File: config.mk
export PLATFORM = sky130hd
export DESIGN_NAME = bcd4_to_binary
export DESIGN_NICKNAME = d
export VERILOG_FILES = /design/src/rtl/bcd4_to_binary.sv
export SDC_FILE = /design/constraint.sdc
export NUM_CORES = 1
export LEC_CHECK = 0
export CELL_PAD_IN_SITES_DETAIL_PLACEMENT = 1
export CELL_PAD_IN_SITES_GLOBAL_PLACEMENT = 2
export CORE_ASPECT_RATIO = 1.4
export CORE_MARGIN = 2
export CORE_UTILIZATION = 33
export DETAILED_ROUTE_END_ITERATION = 12
export MAX_ROUTING_LAYER = met4
export PLACE_DENSITY_LB_ADDON = 0.1
export REMOVE_ABC_BUFFERS = 1
export SKIP_CTS_REPAIR_TIMING = 1
export SLEW_MARGIN = 20
export SYNTH_ARGS = -nofsm -noshare
export SYNTH_HDL_FRONTEND = slang
export SYNTH_SLANG_ARGS = --single-unit
export TNS_END_PERCENT = 20
File: constraint.sdc
create_clock -name CLK -period 2.85 [get_ports CLK]
set_input_delay 0.285 -clock CLK [delete_from_list [all_inputs] [get_ports CLK]]
set_output_delay 0.285 -clock CLK [all_outputs]
set_load 0.1 [all_outputs]
File: src/rtl/bcd4_to_binary.sv
// -----------------------------------------------------------------------------
// bcd4_to_binary
//   Sequential packed-BCD to unsigned binary converter. One BCD digit is
//   folded into the accumulator per clock (acc = acc*10 + d), most significant
//   digit first. A conversion takes DIGITS cycles in CONV followed by one FIN
//   cycle; the registered DONE pulse and result appear on the edge leaving FIN.
//   A digit greater than 9 anywhere in the operand flags ERR and forces BIN=0.
//
// Parameters
//   DIGITS  number of packed BCD digits (1..6)
//   BW      result width, ceil(log2(10^DIGITS)) (derived, do not override)
//
// Ports
//   CLK    in   clock, all state changes on the rising edge
//   CLR    in   synchronous active-high clear, beats START and every transition
//   START  in   conversion request, honoured only in IDLE
//   BCD    in   packed BCD operand, MS digit in BCD[4*DIGITS-1 -: 4]
//   BIN    out  binary result, held until the next completion or CLR
//   BUSY   out  high during the DIGITS CONV cycles
//   DONE   out  one-cycle completion pulse, coincident with BIN/ERR update
//   ERR    out  last completed conversion contained an illegal digit
// -----------------------------------------------------------------------------
module bcd4_to_binary #(
  parameter  int DIGITS = 4,
  // ceil(log2(10^DIGITS)) for the legal DIGITS range
  localparam int BW = (DIGITS == 1) ? 4  :
                      (DIGITS == 2) ? 7  :
                      (DIGITS == 3) ? 10 :
                      (DIGITS == 4) ? 14 :
                      (DIGITS == 5) ? 17 : 20
) (
  input  logic                  CLK,
  input  logic                  CLR,
  input  logic                  START,
  input  logic [4*DIGITS-1:0]   BCD,
  output logic [BW-1:0]         BIN,
  output logic                  BUSY,
  output logic                  DONE,
  output logic                  ERR
);

  localparam int CW = $clog2(DIGITS + 1);

  localparam logic [1:0] IDLE = 2'd0;
  localparam logic [1:0] CONV = 2'd1;
  localparam logic [1:0] FIN  = 2'd2;

  logic [1:0]          state_q, state_d;
  logic [4*DIGITS-1:0] sr_q,    sr_d;
  logic [BW-1:0]       acc_q,   acc_d;
  logic [CW-1:0]       cnt_q,   cnt_d;
  logic                err_q,   err_d;     // error seen in current conversion
  logic [BW-1:0]       bin_q,   bin_d;
  logic                busy_q,  busy_d;
  logic                done_q,  done_d;
  logic                errout_q, errout_d; // error of last completed conversion

  logic [3:0]    digit;
  logic          digit_bad;
  logic [BW-1:0] acc_x10_plus_d;

  assign digit     = sr_q[4*DIGITS-1 -: 4];
  // 1010..1111 are the only non-decimal codes
  assign digit_bad = digit[3] & (digit[2] | digit[1]);

  // acc*10 + d as (acc<<3) + (acc<<1) + d; an all-9s operand fits in BW bits,
  // and an illegal digit may wrap but its result is discarded anyway.
  assign acc_x10_plus_d = {acc_q[BW-4:0], 3'b000}
                        + {acc_q[BW-2:0], 1'b0}
                        + BW'(digit);

  // NOTE: every signal assigned here gets its hold value first, so no path
  // through the case statement leaves one unassigned and no latch is inferred.
  always_comb begin
    state_d  = state_q;
    sr_d     = sr_q;
    acc_d    = acc_q;
    cnt_d    = cnt_q;
    err_d    = err_q;
    bin_d    = bin_q;
    busy_d   = busy_q;
    done_d   = 1'b0;
    errout_d = errout_q;

    case (state_q)
      IDLE: begin
        if (START) begin
          sr_d    = BCD;
          acc_d   = '0;
          err_d   = 1'b0;
          cnt_d   = CW'(DIGITS);
          busy_d  = 1'b1;
          state_d = CONV;
        end
      end

      CONV: begin
        acc_d = acc_x10_plus_d;
        sr_d  = sr_q << 4;
        cnt_d = cnt_q - 1'b1;
        if (digit_bad) begin
          err_d = 1'b1;
        end
        // last digit processed on this edge
        if (cnt_q == CW'(1)) begin
          busy_d  = 1'b0;
          state_d = FIN;
        end
      end

      FIN: begin
        done_d   = 1'b1;
        bin_d    = err_q ? '0 : acc_q;
        errout_d = err_q;
        state_d  = IDLE;
      end

      default: begin
        state_d = IDLE;
      end
    endcase
  end

  // NOTE: state registers use non-blocking assignments so every register
  // samples the pre-edge values regardless of statement order.
  always_ff @(posedge CLK) begin
    if (CLR) begin
      state_q  <= IDLE;
      sr_q     <= '0;
      acc_q    <= '0;
      cnt_q    <= '0;
      err_q    <= 1'b0;
      bin_q    <= '0;
      busy_q   <= 1'b0;
      done_q   <= 1'b0;
      errout_q <= 1'b0;
    end else begin
      state_q  <= state_d;
      sr_q     <= sr_d;
      acc_q    <= acc_d;
      cnt_q    <= cnt_d;
      err_q    <= err_d;
      bin_q    <= bin_d;
      busy_q   <= busy_d;
      done_q   <= done_d;
      errout_q <= errout_d;
    end
  end

  assign BIN  = bin_q;
  assign BUSY = busy_q;
  assign DONE = done_q;
  assign ERR  = errout_q;

endmodule

==> reports/results.ini <==
[run_status]
outcome = completed

[synth]
ys_types = 43
synth_simple_gate_area_frac = 0.203
yosysWarningCount = 0
synthTopCellsByArea = dfxtp_1 (37%), ha_1 (11%), a21oi_1 (9.3%)
synth_compound_area_frac = 0.237
async_reset_ff_frac = 0
synth_top_family_by_area = compound AO/OA/AOI/OAI gates
synth_mux_area_frac = 0.00350
ys.flop_type = dfxtp_1
synth_edf_count = 0
synth_area_mm2 = 0.00286
synthAdderAreaFrac = 0.119
syn_area_per_cell_um2 = 8.02
synth_top_area_frac = 0.371
synth_xor_xnor_area_share = 0.00920
synth.largest_area_cell = dfxtp_1
synthCells = 356
synthTopCellsByCount = a21oi_1 (53), dfxtp_1 (53), nor2_1 (53)
ys_seq_area_frac = 0.371
ys_ff_latch = 53

[worst_hold_path]
min_from = CLR
hold_class = input pin to flop
holdPathEnd = acc_q[0]
min_path_cells = 2

[critical_path]
worst_path_dominant_cell_family = adder cells
crit_path_end_kind = flop
timing.rr.start = sr_q[15]
rr_endpoint = acc_q[13]
reg2reg_depth = 9
crit_top_cell = inv_1
crit_fanout = 4
path_cells = inv_1 > fa_1 > inv_1 > ha_1 > a21o_1 > nand4_1 > a211oi_1 > or3_1 > a32o_1
cp_slowest_cell = fa_1
reg2reg_slack_ps = 300
critPathKind = flop to flop
max_stage_delay_ps = 590
path_buf_inv = 2
crit_required_ps = 3040
crit_path_start_kind = flop
arrival_ps = 2740

[cts]
clockBufferDepth = 2
cts_max_level = 2
cts_tree = built
cts_buffers = 5
clkSinkCount = 53
root_buffer = clkbuf_16
clkLatencyLatePin_ps = 300
worst_setup_hold_path_clk_slew_ps = 70

[pwr]
p_leak_nw = 1.50
finalPower_mw = 1.70
power.share.combinational = 0.139
p_switching_mw = 0.452
cellPowerDensity_mw_per_mm2 = 492
power.internal_mw = 1.24
swShare = 0.267
ir_worst_vdd_mv = 0.254
power_frac_clock = 0.387
seq_power_share = 0.473

[drt]
drt-total-wl_um = 7930
drtIter0Drc = 72
wl_per_cell_um = 16.1
first_pass_iters = 4
viasPerCell = 5.29
vias = 2610
drc_errors = 0
antenna_left = 0

[global_route]
grt_usage = 0.189
grt_pass1_wl_um = 13000
first_global_vias = 2615
grt_max_degree = 27
overflow = 0
antenna_found_initial = 0

[timing]
clock.fmax_mhz = 392
setup_violations = 0
skew_ps = 5.95
fin_crit_sh = 0.895
slew_viol_final = 0
fin_tns_setup_ps = 0
setup_slack_ps = 300
rsz0062_at_grt = no
slew_headroom = 0.511
worstMarginPinSlew_ps = 733
finalHoldViolations = 0
whs_ps = 440
finalCriticalPeriod_ps = 2550

[place]
gp_congestion = 0.874
place_area_mm2 = 0.00329
dp.cells = 485
dp_hpwl_um = 5850
portBuffers = 35
pre_cts_ws_ps = 303

[floorplanning]
dieHeight_um = 114
coreArea_mm2 = 0.00851
ios = 36
rows = 40
die_w_um = 82.6
dieArea_mm2 = 0.00943
start_util = 0.336

[final_layout]
fill_cells = 1071
seq_area_mm2 = 0.00106
num_antenna_cells = 0
multi_input_area_mm2 = 0.00164
layout.nets = 432
fin_util = 0.405
layoutNonFillerInstCount = 493
fin_area_mm2 = 0.00345
drive_above_1_share = 0.111
area_growth_syn_to_layout_pct = 20.7

[flow_run]
maxCapViolations = 0

routing by layer:
metal,wire (um),up-vias,track usage
li1,-,1306,-
met1,3300,1261,0.211
met2,4330,36,0.341
met3,201,7,0.0284
met4,102,0,0.0525
met5,0,-,-
power by group through the flow:
stage / Sequential, mW / Clock, mW / Combinational (mW)
6_report: 0.802 / 0.657 / 0.237
4_1_cts: 0.803 / 0.677 / 0.244
3_3_place_gp: 0.820 / 0 / 0.239
5_1_grt: 0.808 / 0.708 / 0.271
2_1_floorplan: 0.827 / 0 / 0.125
3_5_place_dp: 0.820 / 0 / 0.242
worst max-delay path by stage:
stage	startpoint	to	slack, ps	cells after the start
after floorplan	sr_q[15]	acc_q[13]	460	9
after global placement	sr_q[15]	acc_q[13]	360	9
after detailed placement	sr_q[15]	acc_q[13]	300	9
after CTS	sr_q[15]	acc_q[13]	290	9
after global routing	sr_q[15]	acc_q[13]	120	9
final	sr_q[15]	acc_q[13]	300	9
state kept, by name, indices dropped and copies added, names as in the netlist:
register,flops
state_q,2
DONE,1
ERR,1
err_q,1
cnt_q,3
BIN,14
sr_q,16
BUSY,1
acc_q,14
area by class of cell:
type                       count  share of cell area
sequential                    53               0.308
multi-input combinational    262               0.474
clock inverter                 1             0.00145
inverter                      21              0.0229
tap                          105              0.0381
timing repair buffer          44               0.111
clock buffer                   7              0.0443
cell usage in the layout, fill, tap and decap left out, types with 9 or more instances in the layout:
cell	count
dfxtp_1	53
buf_4	25
o21ai_0	26
nand2_1	24
nor2_1	53
ha_1	24
a21oi_1	53
nor3b_1	12
or3_1	9
clkdlybuf4s50_1	17
inv_1	20
cell families (layout without fill, tap and decap cells):
family	after synthesis	after routing
buffers and inverters	41	73
adders and majority gates	26	26
muxes	1	1
xor gates and xnor gates	3	3
DFF	53	53
AOI/OAI and AO/OA	112	112
and+or+nand+nor	120	120
Note: power is estimated with default switching activity, not from simulation.
